[src/rtl/intr_ctrl.sv]
// intr_ctrl: synchronizes, latches and masks device requests into cp0 intr[N_IRQ-1:0].
//   clk     system clock
//   clr     asynchronous active-high reset
//   dev_req raw device request lines, asynchronous to clk
//   addr    register index: 0 PEND, 1 MASK, 2 MODE, 3 ID, 4 LOST
//   WE/Din  bus write strobe and data
//   Dout    combinational read data
//   intr    PEND & MASK to cp0
//   any_irq OR of intr
module intr_ctrl #(
    parameter int N_IRQ       = 6,
    parameter int SYNC_STAGES = 2,
    parameter int LOST_W      = 8
) (
    input  logic             clk,
    input  logic             clr,
    input  logic [N_IRQ-1:0] dev_req,
    input  logic [2:0]       addr,
    input  logic             WE,
    input  logic [31:0]      Din,
    output logic [31:0]      Dout,
    output logic [N_IRQ-1:0] intr,
    output logic             any_irq
);
    logic [SYNC_STAGES-1:0][N_IRQ-1:0] s;
    logic [N_IRQ-1:0] prev, pend, mask, mode, synced, edge_ev, w1c, pend_next;
    logic [LOST_W-1:0] lost;
    logic [31:0] id;
    logic lost_inc;
    wire unused_din = ^Din[31:N_IRQ];

    assign synced    = s[SYNC_STAGES-1];
    assign edge_ev   = synced & ~prev;
    assign w1c       = (WE && addr == 3'd0) ? Din[N_IRQ-1:0] & mode : '0;
    // Edge lines: a new event beats a same-cycle clear. Level lines follow the synced input.
    assign pend_next = (mode & ((pend & ~w1c) | edge_ev)) | (~mode & synced);
    assign lost_inc  = |(edge_ev & pend & mode);
    assign intr      = pend & mask;
    assign any_irq   = |intr;

    always_ff @(posedge clk or posedge clr) begin
        if (clr) begin
            s    <= '0;
            prev <= '0;
            pend <= '0;
            mask <= '0;
            mode <= '0;
            lost <= '0;
        end else begin
            s    <= {s[SYNC_STAGES-2:0], dev_req};
            prev <= synced;
            pend <= pend_next;
            if (WE && addr == 3'd1) mask <= Din[N_IRQ-1:0];
            if (WE && addr == 3'd2) mode <= Din[N_IRQ-1:0];
            if (WE && addr == 3'd4) lost <= '0;
            else if (lost_inc && lost != '1) lost <= lost + 1'b1;
        end
    end

    // Highest-numbered active source wins; reported as index+1 so 0 means none.
    always_comb begin
        id = '0;
        for (int i = 0; i < N_IRQ; i++) if (intr[i]) id = 32'(i + 1);
    end

    assign Dout = addr == 3'd0 ? 32'(pend) :
                  addr == 3'd1 ? 32'(mask) :
                  addr == 3'd2 ? 32'(mode) :
                  addr == 3'd3 ? id :
                  addr == 3'd4 ? 32'(lost) : '0;
endmodule

[config.mk]
export PLATFORM = sky130hd
export DESIGN_NAME = intr_ctrl
export DESIGN_NICKNAME = d
export VERILOG_FILES = /design/src/rtl/intr_ctrl.sv
export SDC_FILE = /design/constraint.sdc
export NUM_CORES = 1
export LEC_CHECK = 0
export BUFFER_PORTS_ARGS = -buffer_cell sky130_fd_sc_hd__buf_2
export CORE_AREA = 2 2 75 77
export DETAILED_ROUTE_END_ITERATION = 6
export DIE_AREA = 0 0 77 79
export PLACE_DENSITY = 0.73
export SYNTH_ARGS = -nofsm -noshare
export SYNTH_HDL_FRONTEND = slang
export SYNTH_SLANG_ARGS = --single-unit
[constraint.sdc]
create_clock -name clk -period 1.6 [get_ports clk]
set_clock_uncertainty 0.05 [all_clocks]
set_input_delay 0.32 -clock clk [delete_from_list [all_inputs] [get_ports clk]]
set_output_delay 0.32 -clock clk [all_outputs]
set_load 0.005 [all_outputs]
## After elaboration in Yosys (flattened, before gate mapping)

Cells that the tools add are included.

| word-level totals | value |
|---|---|
| logic and storage cells | 49 |
| input port bits | 44 |
| flip-flop bits (word level) | 44 |

| operators by class | value |
|---|---|
| reductions and logical operators | 9 |
| equal/unequal tests | 5 |
| add/sub/neg operators | 1 |
| multiplexer cells | 14 |
| bitwise logic cells | 13 |

Operator list:

| operator | count |
|---|---|
| 2-to-1 mux 32 bit | 9 |
| AND 6 bit | 8 |
| 2-to-1 mux 8 bit | 3 |
| NOT 6 bit | 3 |
| OR 6 bit | 2 |
| OR reduction 6 bit | 2 |
| adder 8 x 1 -> 8 bit (second input constant) | 1 |
| != test 8 bit (second input constant) | 1 |
| == test 3 x 2 -> 1 bit (second input constant) | 2 |
| 2-to-1 mux 6 bit | 1 |
| logical AND 1 bit | 5 |
| == test 3 x 1 -> 1 bit (second input constant) | 1 |
| == test 3 bit (second input constant) | 1 |
| logical NOT 3 bit | 1 |
| nonzero test 2 bit | 1 |
| 2-to-1 mux 1 bit | 1 |

## Logic depth before layout (Yosys ltp)

| depth | value |
|---|---|
| depth in word-level cells | 11 |
| gate-level depth with buffers | 6 |
| gate-level depth less buffers | 6 |

## Least setup slack after synthesis

Ideal clock, no wire load.

| timing | value |
|---|---|
| path kind | input port to output port |
| from | input port addr[0] |
| to | output port Dout[3] |
| cell stages on the path | 6 |
| setup slack | -0.141 ns |
| data arrival time | 1.371 ns |
| required time | 1.230 ns |
| cells stage by stage | clkbuf_1 > clkbuf_1 > mux2i_1 > nor2_1 > a21oi_1 > o22ai_1 |

| on the way | value |
|---|---|
| longest elaborated chain between the ends | 6 |
| elaborated cells between the ends (all ways) | 10 |
| classes of those cells | 4 x eq/ne; 5 x mux; 1 x reduce/logical |

Ends and longest elaborated chain:

| element | RTL line | text |
|---|---|---|
| from (decl) | 18 | `input logic [2:0] addr,` |
| == test 3 bit | 70 | `addr == 3'd4 ? 32'(lost) : '0;` |
| 2-to-1 mux 8 bit | 70 |  |
| 2-to-1 mux 32 bit | 69 | `addr == 3'd3 ? id :` |
| 2-to-1 mux 32 bit | 68 | `addr == 3'd2 ? 32'(mode) :` |
| 2-to-1 mux 32 bit | 67 | `addr == 3'd1 ? 32'(mask) :` |
| 2-to-1 mux 32 bit * | 66 | `assign Dout = addr == 3'd0 ? 32'(pend) :` |
| to (decl) | 21 | `output logic [31:0] Dout,` |

Every way passes the cells marked *; elsewhere a longest branch is shown, timed or not.

## Worst setup path after layout

| timing | value |
|---|---|
| from | register pend[1] |
| to | output port Dout[0] |

| on the way | value |
|---|---|
| longest elaborated chain between the ends | 10 |

Ends and longest elaborated chain:

| element | RTL line | text |
|---|---|---|
| from (decl) | 26 | `logic [N_IRQ-1:0] prev, pend, mask, mode, synced, edge_ev, w1c, pend_next;` |
| from (signal assigned) | 52 | `pend <= pend_next;` |
| AND 6 bit | 38 | `assign intr = pend & mask;` |
| 2-to-1 mux 32 bit (5 in a row) | 63 | `for (int i = 0; i < N_IRQ; i++) if (intr[i]) id = 32'(i + 1);` |
| 2-to-1 mux 32 bit | 69 |  |
| 2-to-1 mux 32 bit | 68 |  |
| 2-to-1 mux 32 bit | 67 |  |
| 2-to-1 mux 32 bit | 66 |  |

No other way between the ends.

==> results.yml <==
run_status:
  status: "finished with violations"
  violations: "negative setup slack"
floorplan:
  io_pins: 83
  initial_core_util_pct: 42.1
  core_area_mm2: 0.00534
  fp-row-count: 27
  die_h_um: 79
  die_area_mm2: 0.00608
  fp.dieW_um: 77
placed_design:
  dp_hpwl_um: 3610
  gp_congestion: 0.905
  io_buffers: 32
  post-place-cells: 345
clocking:
  cts.sinks: 44
  clk_pin_slew_worst_paths_ps: 80
  tritoncts: "built"
  cts_buffer_depth: 2
  root_buffer: "clkbuf_8"
  cts_made_buffers: 5
  htree_levels: 2
  clk-insertion-delay-late_ps: 300
critical_path:
  reg2reg_slack_ps: -190
  r2r_start: "pend[1]$_DFF_PP0_"
  r2r-end: "lost[2]$_DFFE_PP0P_"
  cp-end-kind: "primary output"
  required_ps: 1230
  critPathKind: "reg2out"
  start_kind: "flop"
  endpoint: "Dout[0]"
  worstPathMaxFanout: 3
  cp-startpoint: "pend[1]$_DFF_PP0_"
  arrival_ps: 1560
  reg2regPathDepth: 6
power:
  p_comb_share_pct: 30.5
  ir_drop_mv: 0.962
  total_power_uw: 3320
  total_leakage_power_uw: 0.00138
  seqPwrFrac_pct: 44.3
  swShare_pct: 31.1
  power.net_switching_uw: 1030
  intPower_uw: 2290
  power_density_mw_per_mm2: 1140
  p_clk_share_pct: 25.1
timing:
  post-route-min-period_ps: 1930
  fmax_mhz: 517
  final.period_utilization_pct: 121
  slew_violations: 0
  holdWs_ps: 66.6
  hold_viol_final: 0
  grt_setup_unrepaired: "true"
  fin_ws_ps: -334
  setup_viol: 14
yosys:
  ys_types: 46
  yosys_most_used_dff: "dfrtp_1"
  synth-edff-count: 0
  syn_area_mm2: 0.00224
  syn_inst: 217
  yosys_register_bits: 44
  yosysSeqAreaShare_pct: 49.1
  avgSynthCellArea_um2: 10.3
  netlist.area_leader.share_pct: 49.1
  async_flop_share_pct: 100
  netlist_top_cells_area: "dfrtp_1 (49%), buf_4 (8.0%), nand2_1 (4.0%)"
  synth_top_cell_by_area: "dfrtp_1"
  ys.warnings.count: 0
drt:
  drt-pass1-iter-count: 4
  post_drt_via_cell_ratio: 5.13
  drt-initial-drc-count: 71
  vias: 1853
  wl_um: 5070
  ant_nets: 0
  drc: 0
  wire_per_inst_um: 14.0
worst_hold_path:
  min_path_type: "in2reg"
layout:
  n_fill_cell: 484
  stdcell_count: 361
  synthToLayoutAreaGrowth_pct: 29.7
  fin_nets: 333
  drive_gt1_share_pct: 38.4
  antenna_cells: 0
job:
  maxCapViolCount: 0
grt:
  overflow: 0
  antenna_found_initial: 0
  grtUsageTotal_pct: 17.0
  grt_pass1_vias: 1688
  grt_max_degree: 45
  grt_pass1_wl_um: 7960
==> Yosys cell counts, types with 2 or more instances <==
library cell and number:
a21oi_1 9, a32o_1 6, a41oi_1 3, and2_1 3, and3_1 2, and4b_1 2, buf_4 24, clkbuf_1 6
dfrtp_1 44, inv_1 7, mux2_1 6, mux2_2 6, mux2i_1 8, nand2_1 24, nand2b_1 4, nand3_1 6
nand4_1 3, nand4b_1 3, nor2_1 10, nor3_1 3, o21ai_0 8, o21ai_1 3, o22ai_1 4
==> power groups by stage <==
stage / clock network, uW / logic [uW] / registers [uW]
floorplan: 0 / 517 / 1450
global placement: 0 / 819 / 1470
detailed placement: 0 / 838 / 1480
CTS: 862 / 935 / 1470
global route: 910 / 1110 / 1500
finish: 834 / 1010 / 1470
==> placed cells by master, fill, tap and decap left out, types with 2 or more instances in the layout <==
master	count
a21oi_1	5
a21oi_2	4
a32o_1	6
a41oi_2	3
and2_1	2
and3_1	2
and4b_1	2
buf_2	31
buf_4	35
buf_6	3
clkbuf_8	5
conb_1	24
dfrtp_1	41
dfrtp_2	3
inv_1	6
mux2_1	6
mux2_2	6
mux2i_1	7
nand2_1	23
nand2b_1	4
nand3_1	6
nand4_1	3
nand4b_1	3
nor2_1	10
nor3_2	2
o21ai_0	4
o21ai_1	5
o21ai_2	2
o22ai_1	4
==> per-stage QoR <==
stage	instance area [um2]	setup WS, ps	TNS (ps)	util, %
6_report	2910	-334	-2150	54.5
5_1_grt	2910	-384	-3090	54.5
4_1_cts	2840	-319	-2030	53.1
3_5_place_dp	2620	-115	-769	49.1
3_3_place_gp	2620	-108	-540	49.1
2_1_floorplan	2330	14.7	0	-
==> cells by family after synthesis <==
family	share of synthesized area [%]
simple gates	17.5
buf+inv	10.7
flops	49.1
compound gates	12.4
fa+ha+maj	0.557
mux	9.59
other cells	0.167
==> state kept, by name, indices dropped and copies added (netlist names) <==
signal  count
synced      6
s           6
lost        8
pend        6
mode        6
prev        6
mask        6
==> per-layer routing <==
layer | part of all wire [%] | GRT usage, % | vias to the layer above
met5 | 0 | 0 | -
met4 | 2.0 | 6.43 | 0
met3 | 6.0 | 3.86 | 8
met2 | 48 | 27.9 | 74
met1 | 44 | 22.1 | 895
li1 | - | - | 876
==> how the worst min path moves through the flow <==
stage / from / to / depth (start not counted)
after floorplan: s[0]$_DFF_PP0_ / synced[0]$_DFF_PP0_ / 0
after global placement: s[0]$_DFF_PP0_ / synced[0]$_DFF_PP0_ / 0
after detailed placement: s[0]$_DFF_PP0_ / synced[0]$_DFF_PP0_ / 0
after CTS: dev_req[5] / s[5]$_DFF_PP0_ / 1
after global routing: dev_req[5] / s[5]$_DFF_PP0_ / 1
final: dev_req[5] / s[5]$_DFF_PP0_ / 1
==> critical path: stages (launching register included) <==
cell and delay (ps):
dfrtp_1 410, buf_6 130, nand2_4 80, a21boi_2 60, a2bb2oi_2 120, o221a_2 240
o21ai_1 110, buf_2 120
==> repair_timing <==
action | in CTS | in global routing
resized for setup | 20 | 12
buffers inserted | 3 | 4
hold buffers | 1 | 0
endpoints found under the hold margin | 35 | 0
pin swaps | 11 | 7
setup endpoints to repair | 13 | 17
==> area by class of cell <==
type	count	area (um2)	share of cell area [%]
Clock buffer	5	68.8	2.36
Inverter	7	26.3	0.902
Timing Repair Buffer	72	489	16.8
Tap cell	72	90.1	3.09
Sequential cell	44	1100	37.9
Clock inverter	3	42.5	1.46
Multi-Input combinational cell	158	1090	37.4
Note: power is estimated with default switching activity, not from simulation.
